--- config.mk ---
export PLATFORM = sky130hd
export DESIGN_NAME = lcb_answer_table
export DESIGN_NICKNAME = d
export VERILOG_FILES = /design/src/rtl/lcb_answer_pkg.sv /design/src/rtl/lcb_uart_capture.sv /design/src/rtl/lcb_answer_table.sv
export SDC_FILE = /design/constraint.sdc
export NUM_CORES = 1
export LEC_CHECK = 0
export ABC_AREA = 1
export CAP_MARGIN = 10
export CORE_MARGIN = 1.5
export CORE_UTILIZATION = 40
export DETAILED_ROUTE_END_ITERATION = 10
export PLACE_DENSITY_LB_ADDON = 0.15
export REMOVE_ABC_BUFFERS = 1
export SYNTH_ARGS = -nofsm -noshare
export SYNTH_HDL_FRONTEND = slang
export SYNTH_SLANG_ARGS = --single-unit
--- constraint.sdc ---
create_clock -name clk -period 2.7 [get_ports clk]
set_input_delay 0.54 -clock clk [delete_from_list [all_inputs] [get_ports clk]]
set_output_delay 0.54 -clock clk [all_outputs]
set_load 0.05 [all_outputs]
--- src/rtl/lcb_answer_pkg.sv ---
// lcb_answer_pkg: shared types and constants for the LCB answer table.
//   - cap_state_t    : UART capture FSM states
//   - *_OFS          : capture/status slot offsets, relative to N_CONST
//   - STAT_*_BIT     : bit positions inside the STAT word
package lcb_answer_pkg;

   typedef enum logic [1:0] {
      IDLE     = 2'd0,
      SAMPLE   = 2'd1,
      WAIT_LOW = 2'd2
   } cap_state_t;

   localparam int CAP_LO_OFS = 1;
   localparam int CAP_HI_OFS = 2;
   localparam int STAT_OFS   = 3;

   localparam int STAT_FRESH_BIT   = 0;
   localparam int STAT_OVERRUN_BIT = 1;

endpackage

--- src/rtl/lcb_uart_capture.sv ---
// lcb_uart_capture: synchronises ValRX, counts pulses within a UART frame
// window and captures one byte per window. A captured MARKER byte is
// replaced by a running event counter.
// Ports:
//   clk, rst      clock, asynchronous active-high reset
//   ValRX         byte-valid level, asynchronous to clk
//   iUART[7:0]    received byte, stable while ValRX is high
//   capture       last captured value (CAP_W bits)
//   cap_stb       1-cycle pulse in the cycle the capture register loads
module lcb_uart_capture
   import lcb_answer_pkg::*;
#(
   parameter int         CAP_W      = 10,
   parameter int         FRAME_LEN  = 4,
   parameter int         SAMPLE_IDX = 1,
   parameter logic [7:0] MARKER     = 8'd82
) (
   input  logic             clk,
   input  logic             rst,
   input  logic             ValRX,
   input  logic [7:0]       iUART,
   output logic [CAP_W-1:0] capture,
   output logic             cap_stb
);

   localparam int IDX_W = (FRAME_LEN > 1) ? $clog2(FRAME_LEN) : 1;

   logic [1:0]       sync;
   logic             vs;
   cap_state_t       state, state_nxt;
   logic [IDX_W-1:0] idx;
   logic [CAP_W-1:0] ecnt;
   logic             in_sample;

   always_ff @(posedge clk or posedge rst) begin
      if (rst) sync <= 2'b00;
      else     sync <= {sync[0], ValRX};
   end
   assign vs = sync[1];

   always_ff @(posedge clk or posedge rst) begin
      if (rst) state <= IDLE;
      else     state <= state_nxt;
   end

   always_comb begin
      state_nxt = state;
      case (state)
         IDLE:     if (vs) state_nxt = SAMPLE;
         SAMPLE:   state_nxt = WAIT_LOW;
         WAIT_LOW: if (!vs) state_nxt = IDLE;
         default:  state_nxt = IDLE;
      endcase
   end

   assign in_sample = (state == SAMPLE);
   // Strobe uses the pre-increment index, same edge that loads capture.
   assign cap_stb   = in_sample && (idx == IDX_W'(SAMPLE_IDX));

   always_ff @(posedge clk or posedge rst) begin
      if (rst) begin
         idx     <= '0;
         capture <= '0;
         ecnt    <= '0;
      end else if (in_sample) begin
         if (idx == IDX_W'(FRAME_LEN - 1)) idx <= '0;
         else                              idx <= idx + 1'b1;
         if (cap_stb) begin
            if (iUART == MARKER) begin
               capture <= ecnt;
               ecnt    <= ecnt + 1'b1;
            end else begin
               capture <= CAP_W'(iUART);
            end
         end
      end
   end

endmodule

--- src/rtl/lcb_answer_table.sv ---
// lcb_answer_table: address-mapped answer generator for the LCB simulator.
// Slot 0 is a frame counter, slots 1..N_CONST a constant ramp (i*STEP),
// then CAP_LO / CAP_HI (UART-captured value) and STAT. Read data is
// registered: data reflects the addr presented one clk earlier.
// Ports:
//   clk, rst      clock, asynchronous active-high reset
//   ValRX, iUART  UART receiver handshake and byte
//   addr          slot select, sampled every clk
//   data          registered slot contents
// Build option: define ANS_OVERRUN_EN to enable the fresh/overrun flags
// returned in STAT; otherwise STAT reads 0.
module lcb_answer_table
   import lcb_answer_pkg::*;
#(
   parameter int         DATA_W     = 8,
   parameter int         ADDR_W     = 5,
   parameter int         N_CONST    = 15,
   parameter int         STEP       = 10,
   parameter int         CAP_W      = 10,
   parameter int         FRAME_LEN  = 4,
   parameter int         SAMPLE_IDX = 1,
   parameter logic [7:0] MARKER     = 8'd82
) (
   input  logic              clk,
   input  logic              rst,
   input  logic              ValRX,
   input  logic [7:0]        iUART,
   input  logic [ADDR_W-1:0] addr,
   output logic [DATA_W-1:0] data
);

   localparam logic [ADDR_W-1:0] A_CAP_LO = ADDR_W'(N_CONST + CAP_LO_OFS);
   localparam logic [ADDR_W-1:0] A_CAP_HI = ADDR_W'(N_CONST + CAP_HI_OFS);
   localparam logic [ADDR_W-1:0] A_STAT   = ADDR_W'(N_CONST + STAT_OFS);

   logic [CAP_W-1:0]    capture;
   logic                cap_stb;
   logic [DATA_W-1:0]   fcnt;
   logic                armed;
   logic [DATA_W-1:0]   data_nxt;
   logic [2*DATA_W-1:0] cap_ext;
   logic [31:0]         a32;
   logic [31:0]         cval;
   logic [DATA_W-1:0]   stat;

   lcb_uart_capture #(
      .CAP_W      (CAP_W),
      .FRAME_LEN  (FRAME_LEN),
      .SAMPLE_IDX (SAMPLE_IDX),
      .MARKER     (MARKER)
   ) u_cap (
      .clk     (clk),
      .rst     (rst),
      .ValRX   (ValRX),
      .iUART   (iUART),
      .capture (capture),
      .cap_stb (cap_stb)
   );

`ifdef ANS_OVERRUN_EN
   logic fresh, overrun;

   // Capture (set) has priority over the read-side clears.
   always_ff @(posedge clk or posedge rst) begin
      if (rst) begin
         fresh   <= 1'b0;
         overrun <= 1'b0;
      end else begin
         if (cap_stb)               fresh <= 1'b1;
         else if (addr == A_CAP_HI) fresh <= 1'b0;
         if (cap_stb && fresh)      overrun <= 1'b1;
         else if (addr == A_STAT)   overrun <= 1'b0;
      end
   end

   always_comb begin
      stat                   = '0;
      stat[STAT_FRESH_BIT]   = fresh;
      stat[STAT_OVERRUN_BIT] = overrun;
   end
`else
   assign stat = '0;
`endif

   // Frame counter advances on the first CAP_HI read after visiting slot 0.
   always_ff @(posedge clk or posedge rst) begin
      if (rst) begin
         fcnt  <= '0;
         armed <= 1'b1;
      end else if (addr == '0) begin
         armed <= 1'b1;
      end else if (addr == A_CAP_HI && armed) begin
         fcnt  <= fcnt + 1'b1;
         armed <= 1'b0;
      end
   end

   always_comb begin
      cap_ext              = '0;
      cap_ext[CAP_W-1:0]   = capture;
      a32                  = 32'(addr);
      cval                 = a32 * 32'(STEP);
      data_nxt             = '0;
      if (addr == '0)                 data_nxt = fcnt;
      else if (a32 <= 32'(N_CONST))   data_nxt = cval[DATA_W-1:0];
      else if (addr == A_CAP_LO)      data_nxt = cap_ext[DATA_W-1:0];
      else if (addr == A_CAP_HI)      data_nxt = cap_ext[2*DATA_W-1:DATA_W];
      else if (addr == A_STAT)        data_nxt = stat;
   end

   // Capture register loads on the same edge, so a simultaneous read
   // returns the pre-capture value.
   always_ff @(posedge clk or posedge rst) begin
      if (rst) data <= '0;
      else     data <= data_nxt;
   end

endmodule

==> results.yml <==
layout:
  syn_to_final_growth_pct: 18.5
  drive_gt1_frac: 0.0781
  post-route-util: 0.500
  num-fill-cells: 540
  layout_common_cells: "110 x nand2_1, 43 x inv_1, 42 x dfrtp_1, 23 x clkdlybuf4s50_1, 17 x nand3_1"
  mostFrequentLayoutCell: "nand2_1"
  multi_input_area_sq_um: 1110
  register_area_sq_um: 1080
  antenna_cells: 0
  layout.nets: 359
global_route:
  grt_pass1_vias: 1953
  grt_pass1_wl_microns: 8960
  grtUsageTotal: 0.181
  antenna_found_initial: 0
  grt_max_degree: 32
  gr-total-overflow: 0
logic_synthesis:
  ys_types: 27
  synth.area.top_cells: "dfrtp_1 44%, nand2_1 17%, inv_1 6.9%, ha_1 5.3%, nand3_1 3.6%"
  syn-mean-instance-area_sq_um: 7.94
  ys_ff_latch: 43
  netlist_area_sq_um: 2380
  netlist_instances: 300
  seq_area_frac_synth: 0.452
  yosysTopAreaCell: "dfrtp_1"
  ys_warn_count: 0
  synth_top_area_share: 0.441
setup_path:
  r2r-end: "u_cap.capture[4]"
  regToRegSetupSlack_ns: 1.08
  cp-start-kind: "input port"
  end_kind: "flop"
  crit_arrival_ns: 2.24
  worstRegToRegCells: 7
  rr_startpoint: "u_cap.idx[1]"
  required_ns: 2.91
  crit_path_max_fanout: 3
  critPathKind: "in2reg"
drt:
  dr.pass1.iters: 4
  route.final.wire_length_microns: 4870
  antenna_left: 0
  viasPerCell: 4.65
  num_vias: 1883
  wl_per_cell_microns: 12.0
  route.detailed.drc: 0
  first_iter_violations: 108
timing:
  worst_slew_pin_slew_ns: 0.509
  period_minus_slack_ns: 2.03
  rsz0062_at_grt: "false"
  hold_viol_final: 0
  fin_skew_ns: 0.00582
  slew-limit-headroom: 0.660
  setup_viol: 0
  tns_ns: 0
  fmax_ghz: 0.493
  maxSlewViolCount: 0
  period_share: 0.751
clocking:
  insertion_delay_ns: 0.30
  clk_path_buf_depth: 2
  htree_levels: 2
  hold_buffers: 0
  cts_sinks: 43
  cts_setup_buffers: 0
  cts_tree: "yes"
  cts_inserted_buffers: 5
  cts-root-buf: "clkbuf_8"
  cts_resized: 0
  path_clk_slew_ns: 0.09
floorplanning:
  initial_core_util: 0.422
  num_io_pins: 24
  die-width_microns: 80.2
  die-area_sq_um: 6430
  dieHeight_microns: 80.2
  coreArea_sq_um: 5640
  rows: 27
min_path:
  hp-start: "u_cap.sync[0]"
  worstHoldPathCells: 0
  holdPathEnd: "u_cap.sync[1]"
  hold_path.class: "reg2reg"
pwr:
  vdd_drop_max_mv: 0.241
  p_total_uw: 1810
  power_leakage_uw: 0.00143
  power_density_nw_per_um2: 643
placement:
  routabilityCongestion: 0.859
  dp_hpwl_microns: 3800
  portBuffers: 23
outcome:
  outcome: "complete, no violations"
job:
  maxCapViolations: 0
## synth_stat cells (all sizes together)
| cell type | n |
|---|---|
| a21oi | 3 |
| buf | 2 |
| clkinv | 1 |
| dfrtp | 42 |
| dfstp | 1 |
| fa | 1 |
| ha | 10 |
| inv | 44 |
| nand2 | 113 |
| nand3 | 17 |
| nand4 | 9 |
| nor2 | 18 |
| nor3 | 3 |
| o211ai | 5 |
| o21a | 1 |
| o21ai | 18 |
| o21bai | 3 |
| xnor2 | 3 |
| xor2 | 6 |
## power by group
group          total [uW]  internal (uW)  switching [uW]
clock                 424            185             239
sequential            898            786             112
combinational         492            201             291
total                1810           1170             642
## critical path, stage by stage
cell and delay [ns]:
clkdlybuf4s50_1 0.46, ha_1 0.31, ha_1 0.16, inv_1 0.05
fa_1 0.37, o21ai_0 0.17, nand3_1 0.08, nand2_1 0.06
inv_1 0.04
## state kept, by name, summed over array words and instances (netlist names)
name           cells
u_cap.state        2
fcnt               8
u_cap.idx          2
armed              1
u_cap.sync         2
u_cap.ecnt        10
u_cap.capture     10
data               8
## stage by stage
stage / cell area (sq um) / instances / hold slack [ns] / worst slack [ns]
5_1_grt: 2820 / 405 / 0.391 / 0.511
6_report: 2820 / 405 / 0.365 / 0.672
3_3_place_gp: 2700 / 396 / 0.372 / 0.381
4_1_cts: 2800 / 404 / 0.383 / 0.668
3_5_place_dp: 2700 / 396 / 0.359 / 0.353
2_1_floorplan: 2360 / 298 / 0.331 / 0.918
## worst max-delay path by stage
stage | slack (ns) | endpoint | depth (start not counted) | startpoint
floorplan | 0.92 | data[6] | 8 | addr[1]
global placement | 0.38 | data[6] | 9 | addr[3]
detailed placement | 0.35 | data[6] | 9 | addr[1]
CTS | 0.67 | data[6] | 9 | addr[1]
global route | 0.51 | data[6] | 9 | addr[1]
finish | 0.67 | data[6] | 9 | addr[1]
## metal layers
layer,up-vias,wire length (microns),track usage
li1,1010,-,-
met2,34,2140,0.282
met3,6,185,0.0364
met1,833,2470,0.255
met5,-,0,0
met4,0,69,0.0517
## cell families after synthesis
logic type / synth area share
and+or+nand+nor: 0.296
DFF: 0.452
xor gates and xnor gates: 0.0331
adders and majority gates: 0.0609
buffers and inverters: 0.0809
AOI/OAI and AO/OA: 0.0772
## area by class of cell
cell class                 instances  area share
inverter                          45      0.0603
sequential                        43       0.382
multi-input combinational        210       0.394
timing repair buffer              27      0.0993
clock inverter                     3     0.00842
tap                               72      0.0319
clock buffer                       5      0.0244
No activity file was read; power rests on OpenSTA's default activity.
